--- config.mk ---
export PLATFORM = sky130hd
export DESIGN_NAME = fazyrv_rf_ctrl
export DESIGN_NICKNAME = d
export VERILOG_FILES = /design/src/rtl/fazyrv_rf_ctrl.sv
export SDC_FILE = /design/constraint.sdc
export NUM_CORES = 1
export LEC_CHECK = 0
export BUFFER_PORTS_ARGS = -buffer_cell sky130_fd_sc_hd__buf_2
export CAP_MARGIN = 5
export CORE_MARGIN = 4
export CORE_UTILIZATION = 43
export CTS_CLUSTER_SIZE = 40
export DETAILED_ROUTE_END_ITERATION = 8
export GPL_TIMING_DRIVEN = 0
export PLACE_DENSITY = 0.75
export SLEW_MARGIN = 20
export SYNTH_ARGS = -nofsm -noshare
export SYNTH_HDL_FRONTEND = slang
export SYNTH_SLANG_ARGS = --single-unit
--- constraint.sdc ---
create_clock -name clk_i -period 1.59 [get_ports clk_i]
set_input_delay 0 -clock clk_i [delete_from_list [all_inputs] [get_ports clk_i]]
set_output_delay 0 -clock clk_i [all_outputs]
set_load 0.03 [all_outputs]
--- src/rtl/fazyrv_rf_ctrl.sv ---
// Chunk-serial register-file sequencer: RUN shifts all regs NCHUNK times, optional WAIT/WB write-back.
// Latency NCHUNK+1 cycles to done_o without stalls; stall_i freezes progress, flush_i aborts to IDLE.
module fazyrv_rf_ctrl #(
  parameter int CHUNKSIZE = 2
) (
  input  logic       clk_i,
  input  logic       rst_in,
  input  logic       start_i,
  input  logic [4:0] rs1_i,
  input  logic [4:0] rs2_i,
  input  logic [4:0] rd_i,
  input  logic       wb_i,
  input  logic       ccx_i,
  input  logic       stall_i,
  input  logic       res_vld_i,
  input  logic       flush_i,
  output logic       rdy_o,
  output logic [4:0] rf_rs1_o,
  output logic [4:0] rf_rs2_o,
  output logic [4:0] rf_rd_o,
  output logic       rf_shft_o,
  output logic       rf_shft_rd_o,
  output logic       rf_we_o,
  output logic       first_o,
  output logic       last_o,
  output logic       done_o
);

  localparam int NCHUNK = 32 / CHUNKSIZE;
  localparam int CW     = $clog2(NCHUNK);
  localparam logic [CW-1:0] CNT_LAST = CW'(NCHUNK - 1);

  localparam logic [1:0] S_IDLE = 2'd0;
  localparam logic [1:0] S_RUN  = 2'd1;
  localparam logic [1:0] S_WAIT = 2'd2;
  localparam logic [1:0] S_WB   = 2'd3;

  logic [1:0]    r_state;
  logic [CW-1:0] r_cnt;
  logic [4:0]    r_rs1;
  logic [4:0]    r_rs2;
  logic [4:0]    r_rd;
  logic          r_wb;
  logic          r_ccx;
  logic          r_done;

  logic [1:0]    w_state_nxt;
  logic [CW-1:0] w_cnt_nxt;
  logic          w_done_nxt;
  logic          w_accept;
  logic          w_go;
  logic          w_cnt_last;
  logic          w_rd_nz;
  logic          w_run;
  logic          w_wb;

  assign w_go       = !stall_i && !flush_i;
  assign w_cnt_last = (r_cnt == CNT_LAST);
  assign w_rd_nz    = |r_rd;
  assign w_run      = (r_state == S_RUN);
  assign w_wb       = (r_state == S_WB);

  always_comb begin
    w_state_nxt = r_state;
    w_cnt_nxt   = r_cnt;
    w_done_nxt  = 1'b0;
    w_accept    = 1'b0;
    if (flush_i) begin
      w_state_nxt = S_IDLE;
      w_cnt_nxt   = '0;
    end else begin
      case (r_state)
        S_IDLE: begin
          if (start_i) begin
            w_accept    = 1'b1;
            w_cnt_nxt   = '0;
            w_state_nxt = S_RUN;
          end
        end
        S_RUN: begin
          if (!stall_i) begin
            w_cnt_nxt = r_cnt + 1'b1;
            if (w_cnt_last) begin
              if (r_ccx) begin
                w_state_nxt = S_WAIT;
              end else begin
                w_state_nxt = S_IDLE;
                w_done_nxt  = 1'b1;
              end
            end
          end
        end
        S_WAIT: begin
          // A deferred result without write-back completes straight from WAIT.
          if (res_vld_i) begin
            w_cnt_nxt = '0;
            if (r_wb) begin
              w_state_nxt = S_WB;
            end else begin
              w_state_nxt = S_IDLE;
              w_done_nxt  = 1'b1;
            end
          end
        end
        S_WB: begin
          if (!stall_i) begin
            w_cnt_nxt = r_cnt + 1'b1;
            if (w_cnt_last) begin
              w_state_nxt = S_IDLE;
              w_done_nxt  = 1'b1;
            end
          end
        end
        default: w_state_nxt = S_IDLE;
      endcase
    end
  end

  always_ff @(posedge clk_i or negedge rst_in) begin
    if (!rst_in) begin
      r_state <= S_IDLE;
      r_cnt   <= '0;
      r_rs1   <= '0;
      r_rs2   <= '0;
      r_rd    <= '0;
      r_wb    <= 1'b0;
      r_ccx   <= 1'b0;
      r_done  <= 1'b0;
    end else begin
      r_state <= w_state_nxt;
      r_cnt   <= w_cnt_nxt;
      r_done  <= w_done_nxt;
      if (w_accept) begin
        r_rs1 <= rs1_i;
        r_rs2 <= rs2_i;
        r_rd  <= rd_i;
        r_wb  <= wb_i;
        r_ccx <= ccx_i;
      end
    end
  end

  assign rdy_o        = (r_state == S_IDLE);
  assign rf_rs1_o     = r_rs1;
  assign rf_rs2_o     = r_rs2;
  assign rf_rd_o      = r_rd;
  assign rf_shft_o    = w_run && w_go;
  assign rf_shft_rd_o = w_wb && w_go;
  // x0 is hardwired to zero, so it is never written even while shifting.
  assign rf_we_o      = w_go && w_rd_nz && ((w_run && r_wb && !r_ccx) || w_wb);
  assign first_o      = (w_run || w_wb) && (r_cnt == '0);
  assign last_o       = (w_run || w_wb) && w_cnt_last;
  assign done_o       = r_done;

endmodule

==> out/qor.csv, run 1 <==
metric,value,unit
status,finished with violations,
violations,negative setup slack,
vias,1016,
drc,0,
start_util,0.4568,
worst_ep_required_time,1830,ps
yosys-top-cells-area,"dfrtp_1, mux2_2, nor3_1",
syn-num-nets,119,
min_path_type,primary input to flop,
drive_gt1_frac,0.4911,
dr.pass1.iters,4,
grt_util_met1,0.2218,
pwr-share-seq,0.428,
worst_pin_slew,547.6,ps
holdPathStages,3,
crit_type,flop to flop,
wl_per_cell,15.61,microns
ir_drop,0.8563,mV
vias_per_cell,5.106,
grt_first_pass_wirelength,4471,microns
use_met3,0.03240,
cts_tree,done,
hold_path_end,r_cnt[1],
hp-start,flush_i,
r2r_cells,5,
synthCells,94,
finClkSkew,11.88,ps
setup_violations,8,
switchingPower,0.5629,mW
yosys_warnings,0,
clkPwrFrac,0.256,
grt_use_total,0.1663,
chipHeight,59.77,microns
rows,18,
grt_overflow,0,
first_global_vias,1017,
cts_buffer_depth,2,
fin_crit_sh,1.012,
maxCapViolations,0,
crit_arrival,1850,ps
synth_area,0.001152,sq mm
timing.rr.start,r_state[1],
io_pins,45,
yosysTopAreaCell,dfrtp_1,
relSlewSlack,0.6350,
place.port_buffers,44,
cts_root_buffer,clkbuf_4,
fin_nets,195,
critPathCaptureType,flop,
final_core_util,0.7118,
h-tree-depth,1,
crit_fanout,5,
critPathLaunchType,flop,
busiest_layer,met2,
grt_use_met2,0.2670,
yosysSeqAreaShare,0.5212,
numCtsBuffers,3,
internal-power,1.206,mW
worst_slack,-18.29,ps
rsz0062_at_grt,true,
slew_viol_final,0,
antenna_found_initial,0,
avgSynthCellArea,12.26,sq um
ys_types,30,
clk_latency,330,ps
p_sw_frac,0.3182,
path_clk_slew,140,ps
drtIter0Drc,30,
yosysTopAreaCellShare,0.5212,
synthToLayoutAreaGrowth,55.81,%
core_region_area,0.002522,sq mm
hold_viol,0,
powerDensity,985.3,mW/mm^2
fillCellCount,176,
r2r_setup_slack,-20,ps
gp_congestion,0.7701,
post-route-min-period,1608,ps
grt_max_degree,25,
combPwrFrac,0.316,
ant_nets,0,
ys_ff_latch,24,
whs,25.73,ps
r2r-end,rf_rs2_o[4],
fmax,621.8,MHz
insertedDiodeCount,0,
leakagePower,0.8731,nW
die_w,59.77,microns
drt_wl_total,3106,microns
die-area,0.003572,sq mm
cts.sinks,24,
hpwl,1854,microns
cell families (layout without fill, tap and decap cells):
family | after synthesis | after routing | synth area share
multiplexers | 17 | 17 | 0.1661
AO/OA/AOI/OAI | 14 | 14 | 0.08794
AND/OR/NAND/NOR | 28 | 28 | 0.1488
adder cells (fa/ha/maj) | 2 | 2 | 0.02171
flip-flops | 24 | 24 | 0.5212
buffers and inverters | 7 | 82 | 0.03909
XOR/XNOR | 2 | 2 | 0.01520
cells in the mapped netlist, drive strengths merged:
cell type and count:
a211oi 3, inv 3, mux2 17, o2bb2ai 2, xor2 1, nand2 3
clkbuf 2, a22oi 3, xnor2 1, and2b 1, nand3 1, ha 2
o21ai 1, nand4 1, and2 2, nor2b 3, nand4b 1, dfrtp 24
a21oi 4, nor2 6, or2b 1, o32ai 1, buf 2, nor3b 1
nor3 6, nand2b 2
what timing repair did:
item,CTS,global route
setup buffers,6,2
setup endpoints to repair,18,19
resized for setup,2,20
hold buffers,19,0
gates cloned,1,0
endpoints found under the hold margin,42,0
how the worst max path moves through the flow:
stage / startpoint / to / slack, ps / depth (start not counted)
after floorplan: r_state[1] / r_ccx / 9 / 5
after global placement: r_state[1] / rf_rd_o[0] / -130 / 5
after detailed placement: r_state[1] / rf_rd_o[0] / -160 / 5
after CTS: r_state[1] / r_wb / -5 / 5
after global routing: r_state[1] / rf_rs2_o[4] / -70 / 5
final: r_state[1] / rf_rs2_o[4] / -20 / 5
cell type report:
type | count | area [sq um] | area share
plain buffers | 3 | 23.77 | 0.01324
clock buffers | 3 | 22.52 | 0.01254
clock inverters | 1 | 30.03 | 0.01672
inverters | 3 | 11.26 | 0.006272
multi-input cells | 63 | 548.0 | 0.3052
flip-flops and latches | 24 | 603.1 | 0.3359
well taps | 30 | 37.54 | 0.02091
repair buffers | 72 | 519.2 | 0.2892
layout by cell type, fill, tap and decap left out:
master	instances
buf_2	43
dfrtp_1	22
dlygate4sd3_1	19
mux2_4	11
nor3_1	6
nor2_1	6
mux2_2	6
buf_6	5
a21oi_1	4
buf_4	4
inv_1	3
nand2_1	3
a22oi_1	3
clkbuf_4	3
nor2b_1	2
nand2b_1	2
a211oi_1	2
o2bb2ai_1	2
ha_1	2
dfrtp_2	2
clkbuf_2	1
nand4_1	1
clkbuf_1	1
o21ai_0	1
and2_2	1
and2b_2	1
nand4b_1	1
xnor2_1	1
nor2b_4	1
a211oi_2	1
nor3b_4	1
buf_8	1
xor2_1	1
o32ai_1	1
and2_1	1
nand3_1	1
or2b_1	1
bufinv_16	1
buf_16	1
metrics by stage:
step           area, sq um  setup TNS [ps]  cells  worst slack, ps  power, mW
2_1_floorplan         1152               0     94            8.941      1.059
3_3_place_gp          1410           -1281    168           -130.3      1.198
3_5_place_dp          1410           -1556    168           -160.7      1.215
4_1_cts               1735          -20.24    198           -4.599      1.716
5_1_grt               1795          -743.0    199           -70.11      1.842
6_report              1795          -101.0    199           -18.29      1.769
worst max-delay path: stages (launching register included):
cell and delay (ps):
dfrtp_2 470, nor2b_4 140, nor3b_4 310, buf_6 160
buf_8 110, mux2_2 330
power groups by stage:
stage               Combinational, mW  Clock (mW)  Sequential [mW]
finish                          0.560       0.453            0.757
global route                    0.596       0.478            0.768
CTS                             0.509       0.456            0.751
detailed placement              0.452           0            0.763
global placement                0.441           0            0.758
floorplan                       0.149           0            0.910
state kept, by name, indices dropped and copies added (netlist names):
register and flops:
done_o 1, r_ccx 1, r_cnt 4, r_state 2
r_wb 1, rf_rd_o 5, rf_rs1_o 5, rf_rs2_o 5
layer usage:
metal  wire length [microns]  share of wire
met5                       0              0
met3                     206          0.066
met4                      51          0.016
met2                    1514           0.49
met1                    1333           0.43
(Power assumes the default switching activity.)
==> run 2: changes to the inputs <==
ABC_AREA = 1   (was unset)
CAP_MARGIN = unset   (was 5)
CORE_UTILIZATION = 44   (was 43)
==> out/qor.csv, run 2 <==
metric,value,unit
grt_overflow,0,
start_util,0.4642,
vias_per_cell,4.787,
grt_use_total,0.1715,
final_common_cell,buf_2,
insertedDiodeCount,0,
ys_types,23,
wl_met2,1460,microns
synthCells,145,
synth_most_common_cell,nand2_1,
clkPwrFrac,0.091,
die_w,61.94,microns
yosysTopAreaCellShare,0.4692,
synth_commonest_cells,"nand2_1, dfrtp_1, inv_1, o21ai_2, nor2_1",
hpwl,2090,microns
switchingPower,1.395,mW
fmax,681.1,MHz
whs,87.81,ps
postCtsSetupBuffers,0,
numCtsBuffers,3,
grt_first_pass_wirelength,4968,microns
total_power,2.874,mW
leakagePower,0.9649,nW
worst_pin_slew,532.0,ps
place.port_buffers,44,
worstPathCellList,inv_2 > a21oi_2 > o211ai_1 > a21oi_1 > buf_4,
rsz0062_at_grt,false,
internal-power,1.479,mW
maxCapViolations,0,
antenna_found_initial,0,
drive_gt1_frac,0.3850,
clk_latency,310,ps
drc,0,
finClkSkew,4.039,ps
post-route-min-period,1468,ps
ys_ff_latch,24,
synth_edf_count,0,
wl_met1,1215,microns
critPathLaunchType,flop,
synth_flop_cell,dfrtp_1,
synthToLayoutAreaGrowth,39.00,%
status,completed,
crit_fanout,6,
min_path_type,primary input to flop,
cts.sinks,24,
path_clk_slew,120,ps
fillCellCount,233,
yosys-top-cells-area,"dfrtp_1, o21ai_2, nand2_1",
gp_congestion,0.8149,
synth_area,0.001280,sq mm
slew_viol_final,0,
chipHeight,61.94,microns
avgSynthCellArea,8.827,sq um
yosys_warnings,0,
wl_per_cell,11.82,microns
relSlewSlack,0.6453,
first_global_vias,1191,
vias,1168,
pwr-share-seq,0.360,
ir_drop,1.149,mV
pre_cts_ws,321.5,ps
max_stage_delay,470,ps
cts_tree,done,
fin_setup_tns,0,ps
r2r_setup_slack,360,ps
crit_arrival,1470,ps
worst_ep_required_time,1590,ps
drt_wl_total,2883,microns
yosysTopAreaCell,dfrtp_1,
fin_nets,240,
ant_nets,0,
dr.pass1.iters,4,
ys_async_sr_fraction,1.000,
grt_max_degree,25,
final_cell_mix,"buf_2, nand2_1, dfrtp_1, inv_1, dlygate4sd3_1",
setup_violations,0,
cts_root_buffer,clkbuf_4,
core_region_area,0.002758,sq mm
p_sw_frac,0.4854,
hold_viol,0,
critPathCaptureType,primary output,
syn-num-nets,170,
combPwrFrac,0.549,
worst_slack,121.8,ps
io_pins,45,
die-area,0.003836,sq mm
rows,19,
cts_buffer_depth,2,
crit_type,flop to primary output,
h-tree-depth,1,
powerDensity,1615,mW/mm^2
crit_path_top_delay_cell,dfrtp_2,
highest_layer,met4,
drtIter0Drc,48,
fin_crit_sh,0.9234,
dr_wl_met3,185,microns
yosysSeqAreaShare,0.4692,
[run 2: area by class of cell]
cell class                 instances  area (sq um)  area share
inverter                          25         93.84     0.05274
timing repair buffer              65         432.9      0.2433
multi-input combinational         92         544.3      0.3059
buffer                             4         45.04     0.02532
clock buffer                       3         22.52     0.01266
sequential                        24         601.8      0.3383
tap                               31         38.79     0.02180
[run 2: final timing paths]
check / cells after the start / end / from
worst max-delay path: 5 / rf_we_o / r_state[1]
worst min-delay path: 4 / rf_rs2_o[2] / start_i
worst max register to register: 6 / rf_rs2_o[4] / r_state[0]
worst min register to register: 2 / rf_rs2_o[0] / rf_rs2_o[0]
max in group asynchronous: 2 / r_state[1] / rst_in
min in group asynchronous: 2 / done_o / rst_in
[run 2: power groups by stage]
stage                     Combinational (mW)  Sequential, mW  Clock [mW]
after detailed placement                1.54            1.04           0
after floorplan                        0.782            1.38           0
after global placement                  1.50            1.03           0
final                                   1.58            1.03       0.260
after CTS                               1.58            1.03       0.269
after global routing                    1.72            1.06       0.296
[run 2: metrics by stage]
| step | util | std cells | area, sq um |
|---|---|---|---|
| 2_1_floorplan | - | 145 | 1280 |
| 4_1_cts | 0.6429 | 244 | 1773 |
| 5_1_grt | 0.6452 | 244 | 1779 |
| 6_report | 0.6452 | 244 | 1779 |
| 3_5_place_dp | 0.5581 | 220 | 1539 |
| 3_3_place_gp | 0.5581 | 220 | 1539 |
[run 2: logic make-up after synthesis]
group / count (synthesis) / synth area share
AOI/OAI and AO/OA: 25 / 0.1505
xor gates and xnor gates: 1 / 0.006844
adders and majority gates: 2 / 0.01955
buffers and inverters: 29 / 0.1085
DFF: 24 / 0.4692
and+or+nand+nor: 64 / 0.2454
[run 2: critical path: cells and delay by family (launching register included)]
kind                   cells  cell delay [ps]
flip-flops                 1              470
AO/OA/AOI/OAI              3              430
buffers and inverters      2              270
[run 2: repair_timing]
action / CTS / global route
endpoints found under the setup margin: 1 / 1
hold buffers: 21 / 0
gates resized for setup: 1 / 3
gates cloned: 0 / 0
hold endpoints to repair: 42 / 0
[run 2: per-layer routing]
| metal | GRT usage | vias up |
|---|---|---|
| met5 | 0 | - |
| met4 | 0.04848 | 0 |
| met3 | 0.02479 | 2 |
| met2 | 0.3139 | 41 |
| met1 | 0.2083 | 536 |
| li1 | - | 589 |
